## src/rtl/tt_sweep_pkg.sv

```systemverilog
// rtl/tt_sweep_pkg.sv - shared types and widths for the truth-table sweeper
package tt_sweep_pkg;

    localparam int TT_W  = 16;
    localparam int IDX_W = 4;
    localparam int CNT_W = 8;

    typedef enum logic [1:0] {
        IDLE   = 2'd0,
        SETTLE = 2'd1,
        SAMPLE = 2'd2,
        DONE   = 2'd3
    } sweep_state_t;

endpackage

```

## src/rtl/tt_settle_timer.sv

```systemverilog
// rtl/tt_settle_timer.sv - clearable up counter flagging the last settle cycle
module tt_settle_timer
    import tt_sweep_pkg::*;
#(
    parameter int SETTLE_CYCLES = 4
) (
    input  logic clk,
    input  logic resetn,
    input  logic clr,
    input  logic en,
    output logic tc
);

    logic [CNT_W-1:0] cnt;

    always_ff @(posedge clk or negedge resetn) begin
        if (!resetn) begin
            cnt <= '0;
        end else if (clr) begin
            cnt <= '0;
        end else if (en) begin
            cnt <= cnt + 1'b1;
        end
    end

    assign tc = (cnt == CNT_W'(SETTLE_CYCLES - 1));

endmodule

```

## src/rtl/tt_sweeper.sv

```systemverilog
// rtl/tt_sweeper.sv - sweeps a 4-input FUT through all codes and checks its truth table
// Optional macro TT_SWEEP_STOP_ON_FAIL_EN: end the sweep at the first mismatching code.
module tt_sweeper
    import tt_sweep_pkg::*;
#(
    parameter int SETTLE_CYCLES = 4,
    parameter int N_IN          = 4
) (
    input  logic             CLOCK_50,
    input  logic             resetn,
    input  logic             start,
    input  logic [TT_W-1:0]  expected,
    output logic [IDX_W-1:0] SW,
    input  logic             LEDR,
    output logic             busy,
    output logic             done,
    output logic             pass,
    output logic [TT_W-1:0]  truth_table,
    output logic [IDX_W-1:0] fail_idx
);

    if (N_IN != IDX_W) begin : g_bad_n_in
        $error("tt_sweeper supports only N_IN == 4");
    end

    sweep_state_t     state, state_nxt;
    logic [TT_W-1:0]  exp_q;
    logic [IDX_W-1:0] idx;
    logic             fail;
    logic             tc;
    logic             mismatch;
    logic             sweep_end;

    tt_settle_timer #(.SETTLE_CYCLES(SETTLE_CYCLES)) u_timer (
        .clk    (CLOCK_50),
        .resetn (resetn),
        .clr    (state != SETTLE),
        .en     (1'b1),
        .tc     (tc)
    );

    assign mismatch = (LEDR != exp_q[idx]);

`ifdef TT_SWEEP_STOP_ON_FAIL_EN
    assign sweep_end = (idx == IDX_W'(TT_W - 1)) || mismatch;
`else
    assign sweep_end = (idx == IDX_W'(TT_W - 1));
`endif

    always_ff @(posedge CLOCK_50 or negedge resetn) begin
        if (!resetn) begin
            state <= IDLE;
        end else begin
            state <= state_nxt;
        end
    end

    always_comb begin
        state_nxt = state;
        case (state)
            IDLE:    if (start) state_nxt = SETTLE;
            SETTLE:  if (tc) state_nxt = SAMPLE;
            SAMPLE:  state_nxt = sweep_end ? DONE : SETTLE;
            DONE:    state_nxt = IDLE;
            default: state_nxt = IDLE;
        endcase
    end

    always_ff @(posedge CLOCK_50 or negedge resetn) begin
        if (!resetn) begin
            exp_q       <= '0;
            idx         <= '0;
            fail        <= 1'b0;
            pass        <= 1'b0;
            fail_idx    <= '0;
            truth_table <= '0;
        end else begin
            case (state)
                IDLE: begin
                    if (start) begin
                        exp_q       <= expected;
                        idx         <= '0;
                        fail        <= 1'b0;
                        pass        <= 1'b0;
                        fail_idx    <= '0;
                        truth_table <= '0;
                    end
                end
                SAMPLE: begin
                    truth_table[idx] <= LEDR;
                    // Only the first mismatch is reported.
                    if (mismatch && !fail) begin
                        fail     <= 1'b1;
                        fail_idx <= idx;
                    end
                    if (!sweep_end) begin
                        idx <= idx + 1'b1;
                    end
                end
                DONE: pass <= ~fail;
                default: ;
            endcase
        end
    end

    // The switch drive is the current code; it holds the last code after a sweep.
    assign SW   = idx;
    assign busy = (state != IDLE);
    assign done = (state == DONE);

endmodule

```

## config.mk

```make
export PLATFORM = sky130hd
export DESIGN_NAME = tt_sweeper
export DESIGN_NICKNAME = d
export VERILOG_FILES = /design/src/rtl/tt_sweep_pkg.sv /design/src/rtl/tt_settle_timer.sv /design/src/rtl/tt_sweeper.sv
export SDC_FILE = /design/constraint.sdc
export NUM_CORES = 1
export LEC_CHECK = 0
export BUFFER_PORTS_ARGS = -buffer_cell sky130_fd_sc_hd__buf_2
export CAP_MARGIN = 20
export CORE_UTILIZATION = 50
export DETAILED_ROUTE_END_ITERATION = 10
export GPL_ROUTABILITY_DRIVEN = 0
export GPL_TIMING_DRIVEN = 0
export HOLD_SLACK_MARGIN = 0.1
export PLACE_DENSITY = 0.83
export SYNTH_ARGS = -nofsm -noshare
export SYNTH_HDL_FRONTEND = slang
export SYNTH_SLANG_ARGS = --single-unit
```

## constraint.sdc

```tcl
create_clock -name CLOCK_50 -period 4.57 [get_ports CLOCK_50]
set_clock_uncertainty 0.2 [all_clocks]
set_input_delay 0.6855 -clock CLOCK_50 [delete_from_list [all_inputs] [get_ports CLOCK_50]]
set_output_delay 0.6855 -clock CLOCK_50 [all_outputs]
set_load 0.05 [all_outputs]
```

# Word-level counts from Yosys, hierarchy flattened
# Cells that the tools add are included.
dict set report op_classes {
  n_addsub 2
  mul 0
  div 0
  n_lt_le_gt_ge 2
  eq_ne 11
  shift 0
  mux 21
  n_bitwise 1
  n_reduce_logical 13
}
# operator count
set ops {}
lappend ops {{$pmux W16 S2} 1}
lappend ops {{$bwmux W16} 1}
lappend ops {{$mux W16} 1}
lappend ops {{$pmux W4 S2} 2}
lappend ops {{$mux W4} 3}
lappend ops {{$add A8 B1 Y8 const B} 1}
lappend ops {{$eq A8 B2 Y1 const B} 1}
lappend ops {{$mux W8} 1}
lappend ops {{$ne A2 B2 Y1 const B} 4}
lappend ops {{$pmux W2 S4} 1}
lappend ops {{$reduce_and A2 Y1} 4}
lappend ops {{$mux W2} 3}
lappend ops {{$reduce_and A3 Y1} 2}
lappend ops {{$reduce_bool A2 Y1} 3}
lappend ops {{$lt A4 B5 Y1 const B} 1}
lappend ops {{$add A4 B1 Y4 const B} 1}
lappend ops {{$bmux W1 S4} 1}
lappend ops {{$demux W1 S4} 1}
lappend ops {{$eq A2 B2 Y1 const B} 2}
lappend ops {{$eq A4 B4 Y1 const B} 1}
lappend ops {{$ge A4 B1 Y1 const B} 1}
lappend ops {{$mux W1} 4}
lappend ops {{$pmux W1 S2} 2}
lappend ops {{$eq A2 B1 Y1 const B} 1}
lappend ops {{other kinds (6)} 7}
dict set report word_totals {
  ff_bits 52
  latchBits 0
  ramBits 0
  rom_bits 0
  input_bits 20
  out_inout_bits 27
  elab_cells 58
  mem_count 0
}

# Logic depth before layout (Yosys ltp)
dict set report depth {
  depth_word 6
  ltp_mapped 7
  mapped_depth_nobuf 6
}

# By module
# Synthesis repeated with hierarchy kept, for this count alone.
dict set report unflattened {
  cells_unflattened 276
  area_unflattened_um2 2617.5
}
# module n_inst cells_each area_per_inst_um2 seq_area_each_um2
set modules_own_cells {}
lappend modules_own_cells {tt_sweeper 1 236 2205.9 1101.1}
lappend modules_own_cells {tt_settle_timer 1 40 411.6 200.2}

# Worst setup path after synthesis
# Ideal clock, no wire load.
dict set report synth_timing {
  kind {reg2reg}
  from {register idx[0] (netlist: SW[0])}
  to {register fail_idx[1]}
  setup_ns 0.079
  arrival_ns 2.154
  t_required_ns 4.291
  slack_ns 2.137
  path_stages_with_launch 7
  period_less_slack_ns 2.433
  path_cell_list {dfrtp_1 buf_6 mux2i_1 mux4_2 mux2_4 a21oi_4 mux2i_1}
}
dict set report synth_via {
  elab_chain_cells 6
}
# element line
set synth_rtl {}
lappend synth_rtl {{start, declared} tt_sweeper.sv:28} ;# logic [IDX_W-1:0] idx;
lappend synth_rtl {{start signal, assigned} tt_sweeper.sv:97} ;# idx <= idx + 1'b1;
lappend synth_rtl {{$bmux W1 S4} tt_sweeper.sv:42} ;# assign mismatch = (LEDR != exp_q[idx]);
lappend synth_rtl {{$mux W1 (not written as such)} tt_sweeper.sv:42}
lappend synth_rtl {{$ne A1 B1 Y1} tt_sweeper.sv:42}
lappend synth_rtl {{$logic_and A1 B1 Y1} tt_sweeper.sv:92} ;# if (mismatch && !fail) begin
lappend synth_rtl {{$ne A2 B2 Y1 (no line)} n/a}
lappend synth_rtl {{$reduce_and A3 Y1 (no line)} n/a}
lappend synth_rtl {{end signal, assigned} tt_sweeper.sv:94} ;# fail_idx <= idx;
lappend synth_rtl {{end, declared} tt_sweeper.sv:19} ;# output logic [IDX_W-1:0] fail_idx
# No other way between the ends. The select of a mux whose other input is x is not followed.
# A chain may end at the register's enable or synchronous reset.

# Worst setup path after layout
dict set report layout_timing {
  from {register state[1]}
  to {register truth_table[3]}
}
dict set report layout_via {
  elab_chain_cells 3
  word_cells_on_any_way 6
  classes_between {2 x eq/ne; 1 x mux; 3 x reduce/logical}
}
# element line
set layout_rtl {}
lappend layout_rtl {{start, declared} tt_sweeper.sv:26} ;# sweep_state_t state, state_nxt;
lappend layout_rtl {{start signal, assigned} tt_sweeper.sv:54} ;# state <= state_nxt;
lappend layout_rtl {{$eq A2 B2 Y1 or $logic_not A2 Y1 (tied branches)} tt_sweeper.sv:78} ;# case (state)
lappend layout_rtl {{$reduce_bool A2 Y1 (no line) or $ne A2 B2 Y1 (tied branches)} n/a}
lappend layout_rtl {{$reduce_and A2 Y1 (no line)} n/a}
lappend layout_rtl {{end signal, assigned} tt_sweeper.sv:76} ;# truth_table <= '0;
lappend layout_rtl {{end signal, assigned} tt_sweeper.sv:86} ;# truth_table <= '0;
lappend layout_rtl {{end signal, assigned by index} tt_sweeper.sv:90} ;# truth_table[idx] <= LEDR;
lappend layout_rtl {{end, declared} tt_sweeper.sv:18} ;# output logic [TT_W-1:0] truth_table,
# Parallel ways exist; a longest one is shown, timed or not.

==> metrics.txt <==
outcome completed; upper clock frequency limit 424 MHz; cell total after placement 381; worst-path cell with the longest stage delay sky130_fd_sc_hd__nor2b_1; data arrival time at the worst-slack endpoint 2.33 ns; Starting Density 53.0%; hold-fix buffers at CTS 0; count of pins over their slew limit 0; Post-Synthesis Mean Instance Area 9.42 um2; Pleak 1.59 nW; summed instance area of the synthesized netlist 2530 um2; worst min path class input pin to async pin; sequential cell area fraction in the yosys report 51.3%; R2R Path Start state[1]; initial antenna violation count 0; Buffers on Ports 45; number of nets in the final layout 347; y dimension of the die 73.2 um; final core occ 62.2%; quantity of gates resized following cts 0; Fin Hold WS 0.115 ns; FF+latch count, synth 52; maximum single-stage delay on the critical path 0.40 ns; clock transition time at the flip-flop clock pins of the worst setup and hold paths 0.10 ns; Yosys Warn Count 0; remaining routing DRC violations 0; deepest clock path buffer count 2; count of inserted antenna diode cells 0; number of DRC markers after the initial detailed-route iteration 201; list of most frequent post-synthesis cells 82 x sky130_fd_sc_hd__nand2_1, 52 x sky130_fd_sc_hd__dfrtp_1, 19 x sky130_fd_sc_hd__nand3_1, 16 x sky130_fd_sc_hd__nor2_1, 12 x sky130_fd_sc_hd__clkbuf_1; wire length of the first global-routing pass 8820 um; cell area power density 306 nW/um2; clock sink count 52; worst-path fanout max 10; Final Cycle Share 51.6%; global router's overall resource usage 21.8%; area share of the leading cell type in the synthesized netlist 51.3%; Critical Path Start state[1]; global-route congestion overflow total 0; hold violation total from the final report 0; layout cell share with drive strength beyond 1 20.7%; synth-to-layout area growth 17.4%; number of max-cap violations 0; WL per Instance 13.3 um; CP Data Required Time 4.55 ns; CTS tree done; crit path capture type flip-flop; dominant cell type by area after synthesis sky130_fd_sc_hd__dfrtp_1; insertion delay of the later-clocked pin in the worst-skew pair 0.31 ns; Final ANT Viol Nets 0; Critical Path Start Type flip-flop; Die X 73.2 um; highest ir drop seen on vdd 222 uV; number of buffers inserted to repair setup after CTS 0; fraction of synthesis flops using an asynchronous set or reset pin 100%; Setup Total Neg Slack 0 ns; relative slew slack 68.6%; Worst Reg-to-Reg Cells 6; Placeable Area 4790 um2; Mapped Nets 294; total vias in the final route 2,079; top_reg_cell synth sky130_fd_sc_hd__dfrtp_1; number of buffers added by the clock tree synthesis step 5; vias per cell 5.33; num ports 47; H-tree levels 2; Placed Area 2840 um2; shortest period the worst path allows 2.36 ns; Post-DP HPWL 3780 um; CP Class flip-flop to flip-flop; root buffer cell sky130_fd_sc_hd__clkbuf_8; count of standard-cell rows 25; post-synthesis instance total 269; Final setup violation count 0; distinct cell type count after synthesis 38; total die area 5360 um2; number of synthesized flops with an enable pin 0; sum of routed wire length over all layers 5190 um; via count of the first global-routing pass 1,926; top area cells in the synthesized netlist sky130_fd_sc_hd__dfrtp_1 51%, sky130_fd_sc_hd__nand2_1 12%, sky130_fd_sc_hd__mux2i_1 4.3%; Tightest Pin Transition 0.470 ns; final cell count without fillers 390; unrepaired setup endpoints after global routing no; filler instances 405; largest net degree at the start of global routing 53; Post-Layout Inst Area 2980 um2; 1st-pass router iterations 4; cells traversed along the worst timing path clkbuf_1 > nor2b_1 > clkbuf_1 > nand2_1 > o311ai_0 > nand2_1; count leader, synth sky130_fd_sc_hd__nand2_1
report_power, final:
group | total (mW) | internal (mW) | switching, mW
Combinational | 0.109 | 0.0325 | 0.0760
Sequential | 0.491 | 0.480 | 0.0110
Clock | 0.311 | 0.162 | 0.149
through the flow:
stage / power (mW) / worst slack, ns
final: 0.911 / 2.21
after global routing: 0.949 / 1.98
after global placement: 0.605 / 2.31
after CTS: 0.914 / 2.22
after detailed placement: 0.608 / 2.26
after floorplan: 0.571 / 2.14
area by class of cell:
| type | count | area [um2] | share of cell area [%] |
|---|---|---|---|
| plain buffers | 15 | 68.8 | 2.31 |
| clock buffers | 5 | 68.8 | 2.31 |
| clock inverters | 3 | 42.5 | 1.43 |
| inverters | 5 | 18.8 | 0.631 |
| multi-input cells | 197 | 1150 | 38.5 |
| flip-flops and latches | 52 | 1300 | 43.7 |
| well taps | 67 | 83.8 | 2.82 |
| repair buffers | 46 | 245 | 8.24 |
worst paths after layout:
check                                 end  slack [ns]
min reg2reg                u_timer.cnt[0]        0.26
max reg2reg                truth_table[3]        2.21
max                        truth_table[3]        2.21
max in group asynchronous           SW[1]        3.52
min in group CLOCK_50      u_timer.cnt[0]        0.26
min                             exp_q[10]        0.11
registers in the layout, indices dropped and copies added (netlist names):
signal	count
exp_q	16
truth_table	16
u_timer.cnt	8
SW	4
fail_idx	4
state	2
fail	1
pass	1
kinds of logic after synthesis:
| group | count (synthesis) | share of synthesized area, % |
|---|---|---|
| and+or+nand+nor | 144 | 25.3 |
| muxes | 15 | 7.16 |
| xor gates and xnor gates | 7 | 2.71 |
| buffers and inverters | 20 | 3.45 |
| DFF | 52 | 51.3 |
| AOI/OAI and AO/OA | 26 | 7.60 |
| adders and majority gates | 5 | 2.47 |
layout by cell type, fill, tap and decap left out, types with 3 or more instances in the layout:
cell type | Yosys | routed
sky130_fd_sc_hd__and2_1 | 3 | 3
sky130_fd_sc_hd__nor2_1 | 16 | 16
sky130_fd_sc_hd__xor2_1 | 4 | 4
sky130_fd_sc_hd__and3_1 | 4 | 4
sky130_fd_sc_hd__o211ai_1 | 11 | 11
sky130_fd_sc_hd__clkbuf_8 | 0 | 5
sky130_fd_sc_hd__nand3_1 | 19 | 19
sky130_fd_sc_hd__ha_1 | 5 | 5
sky130_fd_sc_hd__clkbuf_1 | 12 | 12
sky130_fd_sc_hd__dfrtp_1 | 52 | 52
sky130_fd_sc_hd__inv_1 | 4 | 4
sky130_fd_sc_hd__mux2i_1 | 11 | 11
sky130_fd_sc_hd__o21ai_0 | 4 | 4
sky130_fd_sc_hd__nand2_1 | 82 | 82
sky130_fd_sc_hd__a21oi_1 | 3 | 3
sky130_fd_sc_hd__nand2b_1 | 4 | 4
sky130_fd_sc_hd__nand4_1 | 7 | 7
sky130_fd_sc_hd__nor2b_1 | 3 | 3
sky130_fd_sc_hd__buf_2 | 1 | 46
per-layer routing:
metal,vias up,routed length [um],GRT usage (%)
met3,10,213,3.73
met2,62,2450,34.9
met5,-,0,0
met1,997,2420,29.2
li1,1010,-,-
met4,0,108,9.37
worst max-delay path: cells and delay by family, from the launching register on:
kind | cells | cell delay (ns)
AO/OA/AOI/OAI | 1 | 0.33
AND/OR/NAND/NOR | 3 | 0.71
buffers and inverters | 2 | 0.68
flip-flops | 1 | 0.33
No activity file was read; power rests on OpenSTA's default activity.
